[config.mk]
export PLATFORM = sky130hd
export DESIGN_NAME = mem_arbiter
export DESIGN_NICKNAME = d
export VERILOG_FILES = /design/src/rtl/mem_arbiter.sv
export SDC_FILE = /design/constraint.sdc
export NUM_CORES = 1
export LEC_CHECK = 0
export ABC_AREA = 1
export ABC_CLOCK_PERIOD_IN_PS = 5300
export CAP_MARGIN = 20
export CORE_ASPECT_RATIO = 0.7
export CORE_MARGIN = 5
export CORE_UTILIZATION = 31
export DETAILED_ROUTE_END_ITERATION = 10
export GPL_TIMING_DRIVEN = 0
export PLACE_DENSITY = 0.92
export SETUP_SLACK_MARGIN = 0.5
export SLEW_MARGIN = 20
export SYNTH_ARGS = -nofsm -noshare
export SYNTH_HDL_FRONTEND = slang
export SYNTH_SLANG_ARGS = --single-unit
[constraint.sdc]
create_clock -name clk -period 5.3 [get_ports clk]
set_input_delay 0.53 -clock clk [delete_from_list [all_inputs] [get_ports clk]]
set_output_delay 0.53 -clock clk [all_outputs]
set_load 0.05 [all_outputs]
[src/rtl/mem_arbiter.sv]
// Round-robin arbiter sharing one memory port between the I-fetch and load/store requesters.
// A watchdog aborts transactions that memory never answers and reports them as errors.
module mem_arbiter #(
   parameter int unsigned TIMEOUT = 64,
   parameter int unsigned CNT_W   = 7
) (
   input  logic        clk,
   input  logic        rst_n,
   input  logic        i_read,
   input  logic [15:0] i_address,
   output logic [15:0] i_rdata,
   output logic        i_resp,
   output logic        i_err,
   input  logic        d_read,
   input  logic        d_write,
   input  logic [15:0] d_address,
   input  logic [15:0] d_wdata,
   input  logic [1:0]  d_byte_enable,
   output logic [15:0] d_rdata,
   output logic        d_resp,
   output logic        d_err,
   output logic        mem_read,
   output logic        mem_write,
   output logic [15:0] mem_address,
   output logic [15:0] mem_wdata,
   output logic [1:0]  mem_byte_enable,
   input  logic [15:0] mem_rdata,
   input  logic        mem_resp
);

   localparam logic [1:0] IDLE    = 2'd0;
   localparam logic [1:0] SERVE_I = 2'd1;
   localparam logic [1:0] SERVE_D = 2'd2;
   localparam logic [1:0] RECOVER = 2'd3;

   logic [1:0]       state_q, state_d;
   logic             last_d_q, last_d_d;  // 1: D-port was granted most recently
   logic [CNT_W-1:0] cnt_q, cnt_d;

   logic i_req, d_req, serve_i, serve_d, in_serve, req_held, done, timeout;

   assign i_req    = i_read;
   assign d_req    = d_read | d_write;
   assign serve_i  = (state_q == SERVE_I);
   assign serve_d  = (state_q == SERVE_D);
   assign in_serve = serve_i | serve_d;
   assign req_held = serve_i ? i_req : d_req;
   assign done     = in_serve & req_held & mem_resp;
   assign timeout  = in_serve & req_held & ~mem_resp & (cnt_q == CNT_W'(TIMEOUT - 1));

   always_comb begin
      mem_read        = 1'b0;
      mem_write       = 1'b0;
      mem_address     = 16'h0000;
      mem_wdata       = 16'h0000;
      mem_byte_enable = 2'b11;
      if (serve_i) begin
         mem_read    = i_read;
         mem_address = i_address;
      end else if (serve_d) begin
         // A simultaneous read and write resolves to the read
         mem_read        = d_read;
         mem_write       = d_write & ~d_read;
         mem_address     = d_address;
         mem_wdata       = d_wdata;
         mem_byte_enable = d_byte_enable;
      end
   end

   always_comb begin
      i_resp  = rst_n & serve_i & (done | timeout);
      i_err   = rst_n & serve_i & timeout;
      i_rdata = (rst_n & serve_i & done) ? mem_rdata : 16'h0000;
      d_resp  = rst_n & serve_d & (done | timeout);
      d_err   = rst_n & serve_d & timeout;
      d_rdata = (rst_n & serve_d & done) ? mem_rdata : 16'h0000;
   end

   always_comb begin
      state_d  = state_q;
      last_d_d = last_d_q;
      cnt_d    = cnt_q;
      unique case (state_q)
         IDLE: begin
            cnt_d = '0;
            if (i_req && (!d_req || last_d_q)) begin
               state_d = SERVE_I;
            end else if (d_req) begin
               state_d = SERVE_D;
            end
         end
         SERVE_I, SERVE_D: begin
            if (!req_held) begin
               state_d = RECOVER;
            end else if (done) begin
               state_d  = IDLE;
               last_d_d = serve_d;
            end else if (timeout) begin
               state_d  = RECOVER;
               last_d_d = serve_d;
            end else begin
               cnt_d = cnt_q + CNT_W'(1);
            end
         end
         RECOVER: begin
            // Hold here while a stale response is still on the bus
            if (!mem_resp) begin
               state_d = IDLE;
            end
         end
         default: state_d = IDLE;
      endcase
   end

   always_ff @(posedge clk) begin
      if (!rst_n) begin
         state_q  <= IDLE;
         last_d_q <= 1'b1;
         cnt_q    <= '0;
      end else begin
         state_q  <= state_d;
         last_d_q <= last_d_d;
         cnt_q    <= cnt_d;
      end
   end

endmodule
==> flow_summary.yaml, run 1 <==
synthesis:
  ys_types: 25
  synth_seq_area_share: 0.153
  synth_fp_nets: 311
  synth_area_leader_cell: "nor2_1"
  synth-seq-cells: 10
  synth_area_leaders: "nor2_1 19%, dfxtp_1 15%, nand2_1 13%"
  syn-cell-area_um2: 1310
  ys_warn_count: 0
  avgSynthCellArea_um2: 5.62
  netlist.area_leader.share: 0.186
  syn_inst: 233
power:
  p_per_area_nw_per_um2: 390
  p_total_mw: 1.11
  p_leak_nw: 1.26
  ir_drop_mv: 0.248
worst_setup_path:
  crit_chain: "inv_1 -> ha_1 -> inv_2 -> nor2_2 -> nand2_1 -> inv_2 -> nand3_2 -> buf_4 -> nor2_1 -> clkdlybuf4s50_1"
  crit_arrival_ns: 2.96
  cp.required_ns: 4.77
  reg2reg_slack_ns: 3.44
  cp.depth: 10
  r2r_cells: 10
  crit_fanout: 10
  path_buf_inv: 5
  crit_top_cell: "inv_2"
  crit_end: "i_rdata[14]"
  r2r_end: "cnt_q[5]"
  cp-start-kind: "flip-flop"
  critical_path_class: "reg2out"
  cp_slowest_cell: "clkdlybuf4s50_1"
  crit_path_end_kind: "output port"
  cpPeakStageDelay_ns: 0.82
  r2r_start: "state_q[1]"
  setup.worst_path.start: "state_q[0]"
  crit_family: "buffers and inverters"
clock_tree:
  clock-sinks: 10
  hold_buffers: 0
  cts_resized: 0
  cts_tree: "done"
  clock-root-buffer: "clkbuf_8"
  clk_pin_slew_ns: 0.05
  post_cts_buffers: 0
  htreeDepth: 1
  cts_made_buffers: 3
  clock_latency_ns: 0.24
  cts_max_path_buffers: 2
run_status:
  outcome: "completed"
sta:
  fin_crit_sh: 0.659
  holdWs_ns: 0.476
  slew_headroom: 0.635
  fin_ws_ns: 1.81
  max_freq_ghz: 0.286
  rsz0062_at_grt: "no"
  worst_slew_pin_slew_ns: 0.546
  finalSetupViolations: 0
  final.setup_skew_ns: 0.00422
  setup_tns_ns: 0
  finalCriticalPeriod_ns: 3.49
  drv_slew: 0
  final-hold-violation-count: 0
drt:
  dr.pass1.iters: 5
  wire_per_inst_um: 15.0
  final_antenna_net_count: 0
  drc: 0
  wl_um: 6470
  drt-vias-per-instance: 4.62
  dr.first_iter.drc_count: 77
  vias: 1992
placed_design:
  io_buffer_count: 143
  place_area_um2: 2810
  dp_worst_setup_slack_ns: 1.90
  dpl.hpwl_um: 5600
  gp_congestion: 0.906
  dp.cells: 428
global_route:
  grt_max_degree: 11
  grt_pass1_wl_um: 9980
  grt_usage: 0.220
  grt_pass1_vias: 1964
  antenna_found_initial: 0
  grt-ovfl-total: 0
final_layout:
  drive_gt1_frac: 0.0686
  antenna_cells: 0
  seq_area_um2: 200
  layout_commonest_cell: "clkdlybuf4s50_1"
  syn2layout_area_growth_pct: 117
  layout.cells.non_filler: 431
  multi_input_comb_area_um2: 917
  nFillCells: 351
  nets: 459
  stdcell_area_um2: 2850
  final_util: 0.713
  final_cell_mix: "143 x clkdlybuf4s50_1, 65 x nor2_1, 46 x nand2_1"
floorplan:
  die_width_um: 87.7
  ioPinCount: 144
  coreArea_um2: 3990
  initial_core_util: 0.328
  die_area_um2: 5650
  placementRows: 19
  die_h_um: 64.4
hold_path:
  min_path_type: "reg2reg"
run:
  maxCapViolations: 0
[registers in the layout (all words and copies together), names as in the netlist]
| register | count |
|---|---|
| cnt_q | 7 |
| state_q | 2 |
| last_d_q | 1 |
[cell families after synthesis]
family,synth area share
AO/OA/AOI/OAI,0.177
adder cells (fa/ha/maj),0.0573
flip-flops,0.153
buffers and inverters,0.147
XOR/XNOR,0.00669
AND/OR/NAND/NOR,0.459
[Yosys cell counts]
cell      count
buf_2         4
nand2_2       1
a22o_1       16
nor2_4        1
nand3_2       6
buf_6         1
nor3b_1       2
o21ai_2       1
nor2_2        1
buf_1         2
clkbuf_1      3
inv_1        32
o21ai_0       4
o21a_1        1
or2_2         3
a21oi_1      11
buf_4         2
nor2_1       65
nand3_1      11
nand4_2       1
inv_2         2
nand2_1      46
dfxtp_1      10
xnor2_1       1
ha_1          6
[tightest hold or removal path, stage by stage (launching register included)]
cell     delay (ns)
dfxtp_1        0.34
nand2_1        0.06
nand3_1        0.05
[layout make-up]
class | instances | area share
timing repair buffer | 143 | 0.503
sequential | 10 | 0.0703
buffer | 12 | 0.0228
inverter | 34 | 0.0448
tap | 52 | 0.0228
multi-input combinational | 177 | 0.322
clock buffer | 3 | 0.0145
[layer usage]
metal / global-route usage / vias to the layer above / routed length [um]
li1: - / 1023 / -
met1: 0.243 / 882 / 2520
met2: 0.414 / 77 / 3270
met3: 0.0591 / 10 / 591
met4: 0.0536 / 0 / 89
met5: 0 / - / 0
[where the power goes]
group / switching, mW / internal (mW)
Clock: 0.0288 / 0.0497
Sequential: 0.0169 / 0.0966
Combinational: 0.593 / 0.327
Total: 0.639 / 0.473
[how the worst min path moves through the flow]
stage	from	end	slack, ns	cells past startpoint
after floorplan	last_d_q	last_d_q	0.43	2
after global placement	last_d_q	last_d_q	0.46	2
after detailed placement	last_d_q	last_d_q	0.47	2
after CTS	last_d_q	last_d_q	0.48	2
after global routing	last_d_q	last_d_q	0.49	2
final	last_d_q	last_d_q	0.48	2
No activity file was read; power rests on OpenSTA's default activity.
==> run 2, diff against run 1 <==
ABC_CLOCK_PERIOD_IN_PS = 3320   (was 5300)
CORE_UTILIZATION = 28   (was 31)
PLACE_DENSITY = 0.85   (was 0.92)
clock period = 3.32 ns   (was 5.3 ns; I/O delays follow)
==> run 2 against run 1 <==
Total power is 57% higher. Non-clock buffer count stayed put. Clock power is 97% higher. Worst setup slack worse by 1.2 ns. Routed wire length is 0.46% lower. Clock skew is 0.0015 ns lower. Global-route usage is 2.5 points lower. Final cell count is 0.93% higher. Critical endpoint is now i_rdata[8].
==> flow_summary.yaml, run 2 (synthesis results as in run 1) <==
drt:
  dr.first_iter.drc_count: 89
  vias: 2025
  wire_per_inst_um: 14.8
  drt-vias-per-instance: 4.66
  drc: 0
  wl_um: 6440
  final_antenna_net_count: 0
  dr.pass1.iters: 4
final_layout:
  final_cell_mix: "82 x clkdlybuf4s50_1, 65 x nor2_1, 46 x nand2_1"
  nets: 459
  final_util: 0.622
  top_regs: "cnt_q: 7 flops, state_q: 2 flops, last_d_q: 1 flops"
  layout_commonest_cell: "clkdlybuf4s50_1"
  largest_register_ffs: 7
  syn2layout_area_growth_pct: 110
  largest-register: "cnt_q"
  drive_gt1_frac: 0.163
  antenna_cells: 0
  nFillCells: 434
sta:
  finalSetupViolations: 0
  final-hold-violation-count: 0
  worst_slew_pin_slew_ns: 0.526
  fin_crit_sh: 0.818
  max_freq_ghz: 0.368
  setup_tns_ns: 0
  slew_headroom: 0.649
  drv_slew: 0
  finalCriticalPeriod_ns: 2.71
  rsz0062_at_grt: "yes"
  final.setup_skew_ns: 0.00271
worst_setup_path:
  critical_path_class: "reg2out"
  crit_chain: "inv_1 -> ha_1 -> buf_2 -> nor2_1 -> nor2_1 -> nor2_2 -> nand2_1 -> inv_2 -> nand3_2 -> buf_6 -> nor2_1 -> clkbuf_2"
  cpPeakStageDelay_ns: 0.35
  crit_path_end_kind: "output port"
  cp_slowest_cell: "dfxtp_1"
  crit_arrival_ns: 2.38
  r2r_cells: 10
  cp.required_ns: 2.99
  cp-start-kind: "flip-flop"
  crit_fanout: 10
  crit_top_cell: "nor2_1"
floorplan:
  die_area_um2: 6170
  initial_core_util: 0.296
  placementRows: 20
  ioPinCount: 144
  die_width_um: 91.8
  die_h_um: 67.2
  coreArea_um2: 4430
clock_tree:
  clk_pin_slew_ns: 0.05
  cts_max_path_buffers: 2
  cts_made_buffers: 3
  htreeDepth: 1
  clock-root-buffer: "clkbuf_8"
  clock_latency_ns: 0.24
  clock-sinks: 10
  hold_buffers: 0
  cts_tree: "done"
hold_path:
  min_path_type: "reg2reg"
  hold_depth: 2
power:
  pwr-share-clk: 0.089
  intPower_mw: 0.735
  power.share.sequential: 0.104
  p_total_mw: 1.75
  ir_drop_mv: 0.453
  p_per_area_nw_per_um2: 634
  pwr-share-comb: 0.807
  power.switching_mw: 1.01
  p_leak_nw: 1.52
  netSwitchingFraction: 0.579
global_route:
  grt_usage: 0.195
  grt_max_degree: 11
  grt-ovfl-total: 0
  grt_pass1_vias: 1935
  grt_pass1_wl_um: 9720
  antenna_found_initial: 0
placed_design:
  gp_congestion: 0.845
  io_buffer_count: 143
  dpl.hpwl_um: 5360
run_status:
  outcome: "completed"
run:
  maxCapViolations: 0
==> run 2: cell count changes in the layout (fill, tap and decap cells not counted), moves of 3 or more <==
cell and delta:
clkbuf_2 +15, clkdlybuf4s50_1 -61, dlygate4sd2_1 +19, buf_4 +4, dlymetal6s2s_1 +7, clkbuf_4 +11
clkdlybuf4s15_1 +3
==> run 2: final cells by class <==
class	instances	area [um2]	share of cell area
timing repair buffer	143	1310	0.476
multi-input combinational	177	920	0.334
sequential	10	200	0.0727
inverter	34	128	0.0463
buffer	12	71.3	0.0259
tap	55	68.8	0.0250
clock buffer	4	55.1	0.0200
==> run 2: what timing repair did <==
item / 4_1_cts / 5_1_grt
gates cloned: 0 / 0
setup buffers: 0 / 0
gates resized for setup: 94 / 102
setup endpoints to repair: 54 / 53
==> run 2: worst max-delay path: cells and delay by family (launching register included) <==
kind                       cells  cell delay (ns)
and+or+nand+nor                6             0.70
adders and majority gates      1             0.21
buffers and inverters          5             0.89
DFF                            1             0.35
==> run 2: metrics by stage <==
| step | setup slack (ns) | instance area, um2 | cells | hold slack (ns) |
|---|---|---|---|---|
| floorplan | 0.833 | 1310 | 233 | 0.430 |
| global placement | 0.349 | 2810 | 431 | 0.458 |
| detailed placement | 0.255 | 2810 | 431 | 0.467 |
| CTS | 0.339 | 2850 | 435 | 0.480 |
| global route | 0.440 | 2750 | 435 | 0.497 |
| finish | 0.606 | 2750 | 435 | 0.480 |
==> run 2: worst paths after layout <==
kind,endpoint,start,slack [ns]
setup / recovery,i_rdata[8],state_q[1],0.61
hold / removal,last_d_q,last_d_q,0.48
setup reg to reg,cnt_q[2],state_q[1],1.42
hold reg to reg,last_d_q,last_d_q,0.48
==> run 2: power by group through the flow <==
stage          clock, mW  combinational (mW)  sequential [mW]
2_1_floorplan          0                1.01            0.177
3_3_place_gp           0                1.43            0.182
3_5_place_dp           0                1.45            0.184
4_1_cts            0.157                1.41            0.182
5_1_grt            0.164                1.53            0.186
6_report           0.155                1.41            0.182
==> run 2: layer usage <==
metal / vias to the layer above / track usage / share of wire
li1: 1024 / - / -
met1: 911 / 0.233 / 0.42
met2: 82 / 0.377 / 0.51
met3: 8 / 0.0301 / 0.061
met4: 0 / 0.0352 / 0.012
met5: - / 0 / 0
==> run 3, diff against run 2 <==
ABC_CLOCK_PERIOD_IN_PS = 2380   (was 3320)
CORE_UTILIZATION = 26   (was 28)
PLACE_DENSITY = 0.83   (was 0.85)
clock period = 2.38 ns   (was 3.32 ns; I/O delays follow)
==> run 3 against run 2 <==
Non-clock buffer count rose by 26. Sequential share of layout area fell by 1.7 points. Total power rose by 72%.
==> flow_summary.yaml, run 3 (synthesis results as in run 1) <==
run_status:
  outcome: "completed"
worst_setup_path:
  cp_slowest_cell: "dfxtp_4"
  r2r_end: "cnt_q[1]"
  crit_top_cell: "nor2_4"
  cpPeakStageDelay_ns: 0.36
  reg2reg_slack_ns: 0.48
  crit_path_end_kind: "output port"
  cp-start-kind: "flip-flop"
  critical_path_class: "reg2out"
  setup.worst_path.start: "state_q[1]"
  r2r_start: "state_q[1]"
  crit_chain: "inv_6 -> ha_4 -> buf_6 -> nor2_4 -> nor2_4 -> nor2_4 -> nand2_2 -> inv_4 -> nand3_4 -> buf_6 -> buf_16 -> nor2_4 -> buf_8"
  crit_arrival_ns: 2.10
  r2r_cells: 11
  cp.required_ns: 2.14
  crit_fanout: 5
clock_tree:
  clock-root-buffer: "clkbuf_8"
  clk_pin_slew_ns: 0.05
  cts_max_path_buffers: 2
  hold_buffers: 0
  cts_made_buffers: 3
  clock_latency_ns: 0.23
  htreeDepth: 1
  clock-sinks: 10
  cts_tree: "done"
final_layout:
  nFillCells: 320
  stdcell_area_um2: 3760
  nets: 485
  final_util: 0.777
  drive_gt1_frac: 0.469
  syn2layout_area_growth_pct: 187
  layout_commonest_cell: "clkdlybuf4s50_1"
  final_cell_mix: "71 x clkdlybuf4s50_1, 48 x buf_6, 46 x nor2_4"
  largest-register: "cnt_q"
  antenna_cells: 0
  top_regs: "cnt_q: 7 flops, state_q: 2 flops, last_d_q: 1 flops"
  largest_register_ffs: 7
sta:
  fin_crit_sh: 0.984
  final-hold-violation-count: 0
  worst_slew_pin_slew_ns: 0.290
  max_freq_ghz: 0.427
  drv_slew: 0
  final.setup_skew_ns: 0.00452
  rsz0062_at_grt: "yes"
  finalSetupViolations: 0
  fin_ws_ns: 0.0391
  finalCriticalPeriod_ns: 2.34
  slew_headroom: 0.806
run:
  maxCapViolations: 0
floorplan:
  die_h_um: 69.4
  ioPinCount: 144
  coreArea_um2: 4830
  placementRows: 21
  die_width_um: 94.8
  die_area_um2: 6580
  initial_core_util: 0.271
drt:
  wire_per_inst_um: 18.3
  wl_um: 8680
  drc: 0
  vias: 2256
  drt-vias-per-instance: 4.76
  dr.pass1.iters: 4
  final_antenna_net_count: 0
  dr.first_iter.drc_count: 120
power:
  p_leak_nw: 1.66
  ir_drop_mv: 0.522
  p_total_mw: 3.01
  p_per_area_nw_per_um2: 801
global_route:
  grt_usage: 0.223
  antenna_found_initial: 0
  grt-ovfl-total: 0
  grt_pass1_wl_um: 11700
  grt_pass1_vias: 2197
  grt_max_degree: 11
placed_design:
  dp_worst_setup_slack_ns: -0.666
  gp_congestion: 0.882
  place_area_um2: 3200
  dpl.hpwl_um: 5770
  io_buffer_count: 143
hold_path:
  hold_start: "last_d_q"
  hold_depth: 2
  hold_end: "last_d_q"
  min_path_type: "reg2reg"
[run 3: cell count changes in the layout (fill, tap and decap cells not counted), sizes merged]
cell,previous run,this run
buf,17,108
clkbuf,31,4
clkdlybuf4s15,3,1
clkdlybuf4s50,82,71
dlygate4sd2,19,0
dlymetal6s2s,7,0
[run 3: worst max-delay path by stage]
| stage | to |
|---|---|
| after floorplan | d_rdata[10] |
| after global placement | d_rdata[10] |
| after detailed placement | d_rdata[6] |
| after CTS | i_rdata[12] |
| after global routing | d_rdata[14] |
| final | d_rdata[14] |
[run 3: worst max-delay path: cells and delay by family, from the launching register on]
kind,cells,cell delay [ns]
adders and majority gates,1,0.15
and+or+nand+nor,6,0.62
DFF,1,0.36
buffers and inverters,6,0.71
[run 3: routing by layer]
metal,track usage,share of wire
met4,0.0784,0.040
met3,0.0586,0.091
met1,0.234,0.34
met2,0.421,0.53
met5,0,0
[run 3: power by group]
group	leakage, nW	total [mW]	internal (mW)	switching, mW
clock	0.0216	0.177	0.111	0.0662
sequential	0.0834	0.271	0.222	0.0488
combinational	1.56	2.56	0.993	1.57
[run 3: what timing repair did]
action	4_1_cts	5_1_grt
setup buffers	15	8
gates cloned	2	1
pin swaps	6	14
setup endpoints to repair	72	66
resized for setup	493	62
[run 3: area by class of cell]
type | instances | area, um2 | area share
Timing Repair Buffer | 169 | 1820 | 0.483
Multi-Input combinational cell | 177 | 1330 | 0.353
Sequential cell | 10 | 208 | 0.0553
Inverter | 34 | 143 | 0.0380
Buffer | 12 | 136 | 0.0363
Tap cell | 69 | 86.3 | 0.0230
Clock buffer | 3 | 41.3 | 0.0110
[run 3: per-stage QoR]
stage	instances	hold WS, ns	setup TNS [ns]
CTS	465	0.478	0
global placement	445	0.463	-19.91
finish	474	0.486	0
detailed placement	445	0.461	-21.87
global route	474	0.502	-0.114
floorplan	233	0.430	0
